File: src/rtl/hazard_stall_unit_if.sv
// Bundle between the pipeline stages and the hazard stall unit.
// It carries the hazard inputs from ID/EX/MEM and the pipeline-register enables.
interface hazard_stall_unit_if #(
    parameter int CNT_W = 16
);
    logic [4:0]       rs_id;
    logic [4:0]       rt_id;
    logic             uses_rt_id;
    logic [4:0]       dest_ex;
    logic             memread_ex;
    logic             branch_taken_ex;
    logic             jump_id;
    logic             mem_req;
    logic             mem_ready;

    logic             pc_write;
    logic             ifid_write;
    logic             ifid_flush;
    logic             idex_bubble;
    logic             pipe_freeze;
    logic             mem_timeout;
    logic [CNT_W-1:0] stall_count;
    logic [CNT_W-1:0] flush_count;

    modport slave (
        input  rs_id, rt_id, uses_rt_id, dest_ex, memread_ex,
               branch_taken_ex, jump_id, mem_req, mem_ready,
        output pc_write, ifid_write, ifid_flush, idex_bubble,
               pipe_freeze, mem_timeout, stall_count, flush_count
    );

    modport master (
        output rs_id, rt_id, uses_rt_id, dest_ex, memread_ex,
               branch_taken_ex, jump_id, mem_req, mem_ready,
        input  pc_write, ifid_write, ifid_flush, idex_bubble,
               pipe_freeze, mem_timeout, stall_count, flush_count
    );
endinterface

File: src/rtl/hazard_stall_unit.sv
// Stall/flush controller for the 5-stage MIPS pipeline.
// It covers load-use stalls, branch/jump flushes, and data-memory wait freezes with a timeout.
module hazard_stall_unit #(
    parameter int CNT_W        = 16,
    parameter int MAX_MEM_WAIT = 15
) (
    input  logic                clk,
    input  logic                rst,
    hazard_stall_unit_if.slave  bus
);

    typedef enum logic [1:0] {
        RUN      = 2'd0,
        MEM_WAIT = 2'd1,
        ERROR    = 2'd2
    } state_t;

    localparam logic [7:0] MAX_WAIT = 8'(MAX_MEM_WAIT);

    state_t           state_q, state_d;
    logic [7:0]       wait_cnt_q, wait_cnt_d;
    logic [CNT_W-1:0] stall_count_q, stall_count_d;
    logic [CNT_W-1:0] flush_count_q, flush_count_d;

    logic lu;
    logic wait_now;
    logic pc_write;
    logic ifid_write;
    logic ifid_flush;
    logic idex_bubble;
    logic pipe_freeze;

    assign lu = bus.memread_ex && (bus.dest_ex != 5'd0) &&
                ((bus.dest_ex == bus.rs_id) ||
                 (bus.uses_rt_id && (bus.dest_ex == bus.rt_id)));
    assign wait_now = bus.mem_req && !bus.mem_ready;

    always_ff @(posedge clk or negedge rst) begin
        if (!rst) begin
            state_q       <= RUN;
            wait_cnt_q    <= 8'd0;
            stall_count_q <= '0;
            flush_count_q <= '0;
        end else begin
            state_q       <= state_d;
            wait_cnt_q    <= wait_cnt_d;
            stall_count_q <= stall_count_d;
            flush_count_q <= flush_count_d;
        end
    end

    // Ready wins over the timeout when both land in the same cycle.
    always_comb begin
        state_d    = state_q;
        wait_cnt_d = wait_cnt_q;
        case (state_q)
            RUN: begin
                if (wait_now) begin
                    wait_cnt_d = 8'd1;
                    state_d    = (MAX_WAIT == 8'd1) ? ERROR : MEM_WAIT;
                end
            end
            MEM_WAIT: begin
                if (bus.mem_ready) begin
                    wait_cnt_d = 8'd0;
                    state_d    = RUN;
                end else begin
                    wait_cnt_d = wait_cnt_q + 8'd1;
                    if (wait_cnt_d == MAX_WAIT) begin
                        state_d = ERROR;
                    end
                end
            end
            ERROR: begin
                state_d = ERROR;
            end
            default: begin
                state_d    = RUN;
                wait_cnt_d = 8'd0;
            end
        endcase
    end

    always_comb begin
        pc_write    = 1'b0;
        ifid_write  = 1'b0;
        ifid_flush  = 1'b0;
        idex_bubble = 1'b0;
        pipe_freeze = 1'b0;
        if (rst) begin
            if ((state_q != RUN) || wait_now) begin
                pipe_freeze = 1'b1;
            end else if (bus.branch_taken_ex) begin
                pc_write    = 1'b1;
                ifid_write  = 1'b1;
                ifid_flush  = 1'b1;
                idex_bubble = 1'b1;
            end else if (lu) begin
                idex_bubble = 1'b1;
            end else if (bus.jump_id) begin
                pc_write    = 1'b1;
                ifid_write  = 1'b1;
                ifid_flush  = 1'b1;
            end else begin
                pc_write    = 1'b1;
                ifid_write  = 1'b1;
            end
        end
    end

    // Statistics counters saturate at all-ones.
    always_comb begin
        stall_count_d = stall_count_q;
        flush_count_d = flush_count_q;
        if (!pc_write && (stall_count_q != '1)) begin
            stall_count_d = stall_count_q + 1'b1;
        end
        if (ifid_flush && (flush_count_q != '1)) begin
            flush_count_d = flush_count_q + 1'b1;
        end
    end

    assign bus.pc_write    = pc_write;
    assign bus.ifid_write  = ifid_write;
    assign bus.ifid_flush  = ifid_flush;
    assign bus.idex_bubble = idex_bubble;
    assign bus.pipe_freeze = pipe_freeze;
    assign bus.mem_timeout = (state_q == ERROR);
    assign bus.stall_count = stall_count_q;
    assign bus.flush_count = flush_count_q;

endmodule

File: src/flat_wrapper.sv
// flat-port wrapper written by rule: the top's interface ports become plain ports
module hazard_stall_unit_flat 
#(
    parameter int CNT_W        = 16,
    parameter int MAX_MEM_WAIT = 15
)
  (clk, rst, bus_rs_id, bus_rt_id, bus_uses_rt_id, bus_dest_ex, bus_memread_ex, bus_branch_taken_ex, bus_jump_id, bus_mem_req, bus_mem_ready, bus_pc_write, bus_ifid_write, bus_ifid_flush, bus_idex_bubble, bus_pipe_freeze, bus_mem_timeout, bus_stall_count, bus_flush_count);
  hazard_stall_unit_if #(.CNT_W(CNT_W)) bus_i ();
  input  logic clk;
  input  logic rst;
  input wire logic [$bits(bus_i.rs_id)-1:0] bus_rs_id;
  input wire logic [$bits(bus_i.rt_id)-1:0] bus_rt_id;
  input wire logic [$bits(bus_i.uses_rt_id)-1:0] bus_uses_rt_id;
  input wire logic [$bits(bus_i.dest_ex)-1:0] bus_dest_ex;
  input wire logic [$bits(bus_i.memread_ex)-1:0] bus_memread_ex;
  input wire logic [$bits(bus_i.branch_taken_ex)-1:0] bus_branch_taken_ex;
  input wire logic [$bits(bus_i.jump_id)-1:0] bus_jump_id;
  input wire logic [$bits(bus_i.mem_req)-1:0] bus_mem_req;
  input wire logic [$bits(bus_i.mem_ready)-1:0] bus_mem_ready;
  output wire logic [$bits(bus_i.pc_write)-1:0] bus_pc_write;
  output wire logic [$bits(bus_i.ifid_write)-1:0] bus_ifid_write;
  output wire logic [$bits(bus_i.ifid_flush)-1:0] bus_ifid_flush;
  output wire logic [$bits(bus_i.idex_bubble)-1:0] bus_idex_bubble;
  output wire logic [$bits(bus_i.pipe_freeze)-1:0] bus_pipe_freeze;
  output wire logic [$bits(bus_i.mem_timeout)-1:0] bus_mem_timeout;
  output wire logic [$bits(bus_i.stall_count)-1:0] bus_stall_count;
  output wire logic [$bits(bus_i.flush_count)-1:0] bus_flush_count;
  assign bus_i.rs_id = bus_rs_id;
  assign bus_i.rt_id = bus_rt_id;
  assign bus_i.uses_rt_id = bus_uses_rt_id;
  assign bus_i.dest_ex = bus_dest_ex;
  assign bus_i.memread_ex = bus_memread_ex;
  assign bus_i.branch_taken_ex = bus_branch_taken_ex;
  assign bus_i.jump_id = bus_jump_id;
  assign bus_i.mem_req = bus_mem_req;
  assign bus_i.mem_ready = bus_mem_ready;
  assign bus_pc_write = bus_i.pc_write;
  assign bus_ifid_write = bus_i.ifid_write;
  assign bus_ifid_flush = bus_i.ifid_flush;
  assign bus_idex_bubble = bus_i.idex_bubble;
  assign bus_pipe_freeze = bus_i.pipe_freeze;
  assign bus_mem_timeout = bus_i.mem_timeout;
  assign bus_stall_count = bus_i.stall_count;
  assign bus_flush_count = bus_i.flush_count;
  hazard_stall_unit #(.CNT_W(CNT_W), .MAX_MEM_WAIT(MAX_MEM_WAIT)) u_core (.clk(clk), .rst(rst), .bus(bus_i));
endmodule
File: config.mk
export PLATFORM = sky130hd
export DESIGN_NAME = hazard_stall_unit_flat
export DESIGN_NICKNAME = d
export VERILOG_FILES = /design/src/rtl/hazard_stall_unit_if.sv /design/src/rtl/hazard_stall_unit.sv /design/src/flat_wrapper.sv
export SDC_FILE = /design/constraint.sdc
export NUM_CORES = 1
export LEC_CHECK = 0
export ABC_AREA = 1
export CAP_MARGIN = 0
export CORE_MARGIN = 2
export CORE_UTILIZATION = 55
export DETAILED_ROUTE_END_ITERATION = 8
export PLACE_DENSITY = 0.9
export SKIP_LAST_GASP = 1
export SLEW_MARGIN = 15
export SYNTH_ARGS = -nofsm -noshare
export SYNTH_HDL_FRONTEND = slang
export SYNTH_SLANG_ARGS = --single-unit
File: constraint.sdc
create_clock -name clk -period 2.5 [get_ports clk]
set_clock_uncertainty 0.1 [all_clocks]
set_input_delay 0.375 -clock clk [delete_from_list [all_inputs] [get_ports clk]]
set_output_delay 0.375 -clock clk [all_outputs]
set_load 0.02 [all_outputs]
* Word-level counts from Yosys, hierarchy flattened *
Index checks and enable logic that the tools add are counted.

cells by class
  add/subtract/negate cells = 3
  equality and inequality tests = 9
  multiplexer cells = 22
  bitwise operators = 1
  reductions and logical operators = 15

operators by type and width
  cell                     count
  $add A16 B1 Y16 const B  2
  $ne A16 B16 Y1 const B   2
  $pmux W8 S3              1
  $mux W8                  2
  $mux W1                  15
  $eq A5 B5 Y1             2
  $add A8 B1 Y8 const B    1
  $eq A8 B4 Y1 const B     1
  $logic_and A1 B1 Y1      6
  $mux W2                  3
  $pmux W2 S3              1
  $reduce_bool A5 Y1       1
  $reduce_and A2 Y1        2
  $ne A3 B2 Y1 const B     1
  $eq A2 B1 Y1 const B     1
  $eq A2 B2 Y1 const B     1
  $logic_not A1 Y1         2
  $logic_not A2 Y1         1
  $logic_or A1 B1 Y1       2
  $ne A2 B1 Y1 const B     1
  $reduce_bool A2 Y1       1
  $not A1 Y1               1

storage, ports and cells
  bits in registers = 42
  bits of input ports = 23
  output and inout bits = 38
  logic and storage cells = 54

* Logic depth before layout (Yosys ltp) *
Gate-level depths: netlist of run 1.

  depth in word-level cells = 10
  gate-level depth with buffers = 13

* Worst setup path after synthesis of run 1 *
Ideal clock, no wire load.

  path kind = register -> register
  from = register u_core.stall_count_q[0] (netlist: u_core.bus.stall_count[0])
  to = register u_core.stall_count_q[3] (netlist: u_core.bus.stall_count[3])
  arrival time = 1590 ps
  data required time = 2283 ps
  setup slack = 693 ps
  stages on the path, launching flop included = 12
  buffers on the path = 1
  cells stage by stage = dfrtp_1 > ha_1 > nand3_2 > inv_1 > nand2_1 > nor4_2 > nand2_1 > nand2_2 > inv_2 > buf_6 > nand2_1 > nand2_1

on the way
  cells in the longest elaborated chain, start to end = 2
  elaborated cells on any way between the ends = 3

RTL lines
  element                                                                  line                     text
  start: declaration                                                       hazard_stall_unit.sv:22  logic [CNT_W-1:0] stall_count_q, stall_count_d;
  start signal: assignment                                                 hazard_stall_unit.sv:47  stall_count_q <= stall_count_d;
  parallel branches: the longest is 2 deep, another holds $add A16 B1 Y16  -

Parallel ways; which one is timed is not known.
A chain may end at the register's enable or synchronous reset.

* Final worst setup path of run 1 *
  from = input bus_dest_ex[0]
  to = output bus_idex_bubble

on the way
  cells in the longest elaborated chain, start to end = 8
  elaborated cells on any way between the ends = 11

RTL lines
  element                  line                     text
  start: declaration       flat_wrapper.sv:14       input wire logic [$bits(bus_i.dest_ex)-1:0] bus_dest_ex;
  $eq A5 B5 Y1             hazard_stall_unit.sv:35  (bus.uses_rt_id && (bus.dest_ex == bus.rt_id)));
  $logic_and A1 B1 Y1      hazard_stall_unit.sv:35
  $logic_or A1 B1 Y1       hazard_stall_unit.sv:34  ((bus.dest_ex == bus.rs_id) ||
  $logic_and A1 B1 Y1 (*)  hazard_stall_unit.sv:33  assign lu = bus.memread_ex && (bus.dest_ex != 5'd0) &&
  $mux W1 (*)              hazard_stall_unit.sv:98  end else if (lu) begin
  $mux W1 (*)              hazard_stall_unit.sv:93  end else if (bus.branch_taken_ex) begin
  $mux W1 (*)              hazard_stall_unit.sv:91  if ((state_q != RUN) || wait_now) begin
  $mux W1 (*)              hazard_stall_unit.sv:90  if (rst) begin
  end: declaration         flat_wrapper.sv:23       output wire logic [$bits(bus_i.idex_bubble)-1:0] bus_idex_bubble;

Every way passes the cells marked *; elsewhere a longest branch is shown, timed or not.

==> results_dict.tcl, run 1 <==
set metrics [dict create \
    crit_path_max_fanout 3 \
    syn_to_final_growth_pct 27.19 \
    core_area_sq_um 4786 \
    total_power_mw 2.337 \
    finish.instance_area_sq_um 3530 \
    slew_viol_final 0 \
    grt_pass1_vias 2457 \
    htreeDepth 2 \
    ant_nets 0 \
    cts.sink_count 42 \
    netlist_area_sq_um 2775 \
    worstSetupPathType "input pin to output pin" \
    placed_area_sq_um 3458 \
    critPathArrivalTime_ns 1.92 \
    drive_gt1_share_pct 7.543 \
    track_usage_pct 24.58 \
    cts_made_buffers 5 \
    dp_hpwl_microns 4906 \
    start_util_pct 57.99 \
    ys_seq_area_share_pct 37.87 \
    pin_count 61 \
    grt_pass1_wl_microns 10740 \
    status "complete, no violations" \
    rsz0062_at_grt "true" \
    port-buffer-count 60 \
    clock_path_buffers 2 \
    slew_headroom_pct 64.36 \
    cp-start-kind "input pin" \
    synth_top_area_share_pct 37.87 \
    tightest_slew_ns 0.5345 \
    slowest_delay_ns 0.50 \
    ir_drop_mv 0.4662 \
    multi_input_area_sq_um 1465 \
    routedWlPerCell_microns 12.20 \
    die_x_microns 75.04 \
    routabilityCongestion 0.9536 \
    p_leak_nw 1.685 \
    rows 25 \
    worstPathCellList "clkdlybuf4s50_1 > inv_1 > nand2_1 > nand2_1 > nor2_1 > nand3_1 > nand2_1 > a21oi_1 > nor3_1 > clkdlybuf4s15_1" \
    crit_start "bus_dest_ex[0]" \
    critPathCaptureType "output pin" \
    first_iter_violations 159 \
    whs_ns 0.06116 \
    regArea_sq_um 1051 \
    post-route-period-util_pct 95.76 \
    syn-num-nets 422 \
    yosys-top-cells-area "dfrtp_1 38%, nand2_1 21%, inv_1 6.6%" \
    finalCriticalPeriod_ns 2.394 \
    firstDrtPassIters 4 \
    drt-total-wl_microns 6476 \
    r2r_slack_ns 0.52 \
    cts_tree "yes" \
    routed_via_density 5.019 \
    cpMaxStageDelayCell "clkdlybuf4s50_1" \
    synth_most_common_cell "nand2_1" \
    clock.fmax_mhz 417.7 \
    yosys.area.top_type "dfrtp_1" \
    setup_viol 0 \
    worstSkewPairLatency_ns 0.29 \
    drv_cap 0 \
    die-area_sq_um 5630 \
    r2r-start "u_core.bus.stall_count[0]$_DFFE_PN0P_" \
    hold_buffers 0 \
    pwr_density_cell_nw_per_um2 662.2 \
    overflow 0 \
    synth-edff-count 0 \
    nets 491 \
    cp_data_required_time_ns 2.03 \
    n_fill_cell 381 \
    timing_hold_violations_final 0 \
    grt_max_degree 43 \
    yosys_warnings 0 \
    die_y_microns 75.04 \
    avgSynthCellArea_sq_um 7.026 \
    ys_seq_elements 42 \
    syn-instance-count 395 \
    antenna_found_initial 0 \
    antennaDiodeCount 0 \
    vias 2665 \
    drc 0 \
    reg2reg_depth 10 \
    async_reset_ff_share_pct 100.0 \
    synth_commonest_cells "154 x nand2_1, 49 x inv_1, 42 x dfrtp_1" \
    root_buffer "clkbuf_8" \
    rr_endpoint "u_core.bus.stall_count[5]$_DFFE_PN0P_" \
    path_clk_slew_ns 0.08 \
    synthFlopType "dfrtp_1" \
    cp_common_cell "nand2_1" \
    min_path_type "input pin to async pin" \
    ys_types 28 \
]
[routing by layer]
metal  wire, microns  track usage, %
met1            2915           33.19
met2            3067           40.45
met3             394           4.284
met4              99           7.738
met5               0               0
[layout by cell type (no fill, tap or decap), types with 4 or more instances in the layout]
cell / netlist / layout
xor2_1: 19 / 19
o21ai_1: 4 / 4
nor3_1: 11 / 11
nor2_1: 35 / 35
ha_1: 4 / 4
nand4_1: 5 / 5
o21ai_0: 10 / 10
inv_1: 49 / 49
xnor2_1: 13 / 13
inv_2: 5 / 5
dfrtp_1: 42 / 42
buf_4: 3 / 8
nand3_2: 4 / 4
clkbuf_8: 0 / 5
nand2_1: 154 / 154
nand3_1: 18 / 18
clkdlybuf4s50_1: 0 / 54
[per-stage QoR]
stage                     util [%]  cells  setup TNS (ns)  setup slack [ns]
after global placement       72.26    524         -0.3450           -0.1467
after detailed placement     72.26    524         -0.6447           -0.2158
after floorplan                  -    395               0            0.6933
after CTS                    73.80    531               0           0.05625
final                        73.75    531               0            0.1061
after global routing         73.75    531        -0.01803          -0.01803
[power by group]
part	switching [mW]	internal [mW]	total [mW]
Combinational	0.564	0.412	0.976
Sequential	0.153	0.793	0.946
Clock	0.228	0.188	0.415
[how the worst max path moves through the flow]
stage | end | cells after the start | slack, ns
finish | bus_idex_bubble | 10 | 0.11
global route | bus_idex_bubble | 10 | -0.02
CTS | bus_idex_bubble | 10 | 0.06
detailed placement | bus_idex_bubble | 10 | -0.22
global placement | bus_idex_bubble | 10 | -0.15
floorplan | u_core.bus.stall_count[3]$_DFFE_PN0P_ | 11 | 0.69
[flip-flops by register name, summed over array words and instances, names as in the netlist]
name and cells:
u_core.bus.stall_count 16, u_core.bus.flush_count 16, u_core.wait_cnt_q 8, u_core.state_q 2
[layout make-up]
class,instances,share of cell area (%)
tap,67,2.375
inverter,54,5.743
timing repair buffer,68,18.36
multi-input combinational,293,41.51
sequential,42,29.78
clock buffer,5,1.950
clock inverter,2,0.2836
[critical path, delay by kind of cell]
family	cells	cell delay [ns]
and+or+nand+nor	6	0.56
buffers and inverters	3	0.91
AOI/OAI and AO/OA	1	0.08
[timing repair]
action / in CTS / in global routing
gates cloned: 0 / 0
endpoints found under the setup margin: 4 / 4
setup buffers: 0 / 0
resized for setup: 4 / 7
[logic make-up (layout without fill, tap and decap cells)]
group,Yosys count,in the layout,synth area share [%]
AO/OA/AOI/OAI,20,20,4.283
buffers and inverters,60,129,9.333
flip-flops,42,42,37.87
XOR/XNOR,32,32,10.10
adder cells (fa/ha/maj),4,4,1.803
AND/OR/NAND/NOR,237,237,36.61
No activity file was read; power rests on OpenSTA's default activity.
==> inputs of run 2 (changes only) <==
- ABC_AREA: 1 -> unset
- CORE_UTILIZATION: 55 -> 53
==> run 2 against run 1 <==
  * Worst hold slack worse by 0.011 ns
  * Register-to-register slack worse by 0.24 ns
  * Sequential power hardly changed
  * Die area is 11% lower
  * Via count shrank 25%
  * Worst setup slack worse by 0.096 ns
  * Cell count is 32% lower
  * Clock power barely moved
  * Sequential share of layout area increased by 3.3 points
==> results_dict.tcl, run 2 <==
set metrics [dict create \
    status "complete, no violations" \
    cpMaxStageDelayCell "clkdlybuf4s50_1" \
    timing_hold_violations_final 0 \
    overflow 0 \
    drv_cap 0 \
    fin_util_pct 73.38 \
    antennaDiodeCount 0 \
    yosys-top-cells-area "dfrtp_1 45%, xnor2_1 10%, xor2_1 5.6%" \
    syn-num-nets 260 \
    port-buffer-count 60 \
    drive_gt1_share_pct 14.29 \
    htreeDepth 2 \
    synth_commonest_cells "42 x dfrtp_1, 27 x xnor2_1, 26 x nand3_1" \
    rsz0062_at_grt "true" \
    cts.sink_count 42 \
    dp_hpwl_microns 3976 \
    ir_drop_mv 0.6225 \
    crit_path_max_fanout 3 \
    finish.instance_area_sq_um 3173 \
    synthAdderAreaFrac_pct 2.127 \
    worstSkewPairLatency_ns 0.30 \
    synth_most_common_cell "dfrtp_1" \
    worstPathCellList "clkdlybuf4s50_1 > buf_4 > xnor2_1 > nand2_1 > o22ai_4 > buf_4 > a21oi_2 > clkdlybuf4s15_2" \
    tightest_slew_ns 0.5455 \
    cts_made_buffers 5 \
    critPathArrivalTime_ns 2.02 \
    p_leak_nw 1.357 \
    setup_viol 0 \
    fin_cells 360 \
    ys_seq_elements 42 \
    routedWlPerCell_microns 15.17 \
    slew_headroom_pct 63.63 \
    yosys.area.top_type "dfrtp_1" \
    firstDrtPassIters 4 \
    clock.fmax_mhz 401.6 \
    min_path_type "input pin to async pin" \
    dp.cells 351 \
    synth_mux_area_share_pct 2.446 \
    core_area_sq_um 4324 \
    pwr_density_cell_nw_per_um2 669.0 \
    start_util_pct 54.43 \
    slew_viol_final 0 \
    avgSynthCellArea_sq_um 10.10 \
    final_cell_mix "55 x clkdlybuf4s50_1, 42 x dfrtp_1, 27 x xnor2_1" \
    path_clk_slew_ns 0.08 \
    critPathCaptureType "output pin" \
    cp.depth 8 \
    total_power_mw 2.123 \
    netlist_area_sq_um 2354 \
    pin_count 61 \
    cts_tree "yes" \
    finalCriticalPeriod_ns 2.490 \
    synth-simple-area-share_pct 23.34 \
    clock_path_buffers 2 \
    async_reset_ff_share_pct 100.0 \
    cp_data_required_time_ns 2.03 \
    rows 24 \
    track_usage_pct 21.74 \
    synthFlopType "dfrtp_1" \
    ys_types 43 \
    die_x_microns 70.64 \
    routabilityCongestion 0.8319 \
    routed_via_density 5.572 \
    critPathTopFamily "buffers and inverters" \
    reg2reg_depth 6 \
    slowest_delay_ns 0.57 \
    synth_top_family_by_area "simple AND/OR/NAND/NOR gates" \
    synth_xor_area_share_pct 15.63 \
    die-area_sq_um 4989 \
    syn-instance-count 233 \
    vias 2006 \
    worstSetupPathType "input pin to output pin" \
    ys_seq_area_share_pct 44.66 \
    drt-total-wl_microns 5461 \
    die_y_microns 70.64 \
    grt_pass1_wl_microns 8700 \
    yosys_warnings 0 \
    grt_pass1_vias 1957 \
    antenna_found_initial 0 \
    post-route-period-util_pct 99.61 \
    path_buf_inv 4 \
    cp-start-kind "input pin" \
    first_iter_violations 98 \
    root_buffer "clkbuf_8" \
    synth_top_area_share_pct 44.66 \
    synth_compound_area_share_pct 9.091 \
    tns_ns 0 \
    placed_area_sq_um 3068 \
    synth-edff-count 0 \
    hold_buffers 0 \
    grt_max_degree 44 \
    cp_common_cell "buf_4" \
    drc 0 \
    nets 335 \
    ant_nets 0 \
    mostFrequentLayoutCell "clkdlybuf4s50_1" \
    syn_to_final_growth_pct 34.82 \
]
run 2: cell types whose count changed in the layout (fill, tap and decap cells not counted), sizes merged, moves of 4 or more:
cell	delta
nand2	-136
nand3	+6
a21oi	+5
nor3	-6
inv	-46
buf	+5
xnor2	+14
nor2	-20
xor2	-4
and3	+8
run 2: report_power, final:
part | switching (mW) | leakage, nW | internal [mW]
logic | 0.373 | 0.765 | 0.385
registers | 0.152 | 0.549 | 0.795
clock network | 0.231 | 0.0438 | 0.188
total | 0.755 | 1.36 | 1.37
run 2: kinds of logic after synthesis:
logic type,Yosys count
AOI/OAI and AO/OA,29
xor gates and xnor gates,42
adders and majority gates,4
buffers and inverters,12
DFF,42
muxes,5
and+or+nand+nor,99
run 2: path summary, 6_finish.rpt:
| check | startpoint | slack [ns] | endpoint |
|---|---|---|---|
| max reg2reg | u_core.bus.stall_count[4]$_DFFE_PN0P_ | 0.28 | u_core.bus.stall_count[1]$_DFFE_PN0P_ |
| max in group asynchronous | rst | 1.87 | u_core.bus.stall_count[8]$_DFFE_PN0P_ |
| min in group clk | u_core.bus.stall_count[13]$_DFFE_PN0P_ | 0.40 | u_core.bus.stall_count[13]$_DFFE_PN0P_ |
| max | bus_dest_ex[3] | 0.01 | bus_pc_write |
| min | rst | 0.05 | u_core.bus.stall_count[1]$_DFFE_PN0P_ |
| min reg2reg | u_core.bus.stall_count[13]$_DFFE_PN0P_ | 0.40 | u_core.bus.stall_count[13]$_DFFE_PN0P_ |
run 2: timing repair:
item | 4_1_cts | 5_1_grt
setup endpoints to repair | 4 | 4
pin swaps | 0 | 1
gates resized for setup | 12 | 3
buffers inserted | 0 | 2
run 2: layout make-up:
class                      count  area, sq um
timing repair buffer          72        696.9
clock inverter                 2        10.01
sequential                    42         1051
multi-input combinational    179         1251
tap                           52        65.06
fill                         321         1151
inverter                       8        30.03
clock buffer                   5        68.82
run 2: per-layer routing:
layer / track usage, % / vias to the layer above / share of wire [%]
li1: - / 958 / -
met1: 27.94 / 976 / 43
met2: 37.00 / 64 / 50
met3: 5.128 / 8 / 5.2
met4: 6.289 / 0 / 1.3
met5: 0 / - / 0
run 2: stage by stage:
stage	setup WS, ns	hold WS, ns
finish	0.009797	0.04994
global route	-0.04849	0.1002
CTS	-0.04332	0.07438
detailed placement	-0.3815	0.3839
global placement	-0.3698	0.3831
floorplan	0.2676	-0.02059
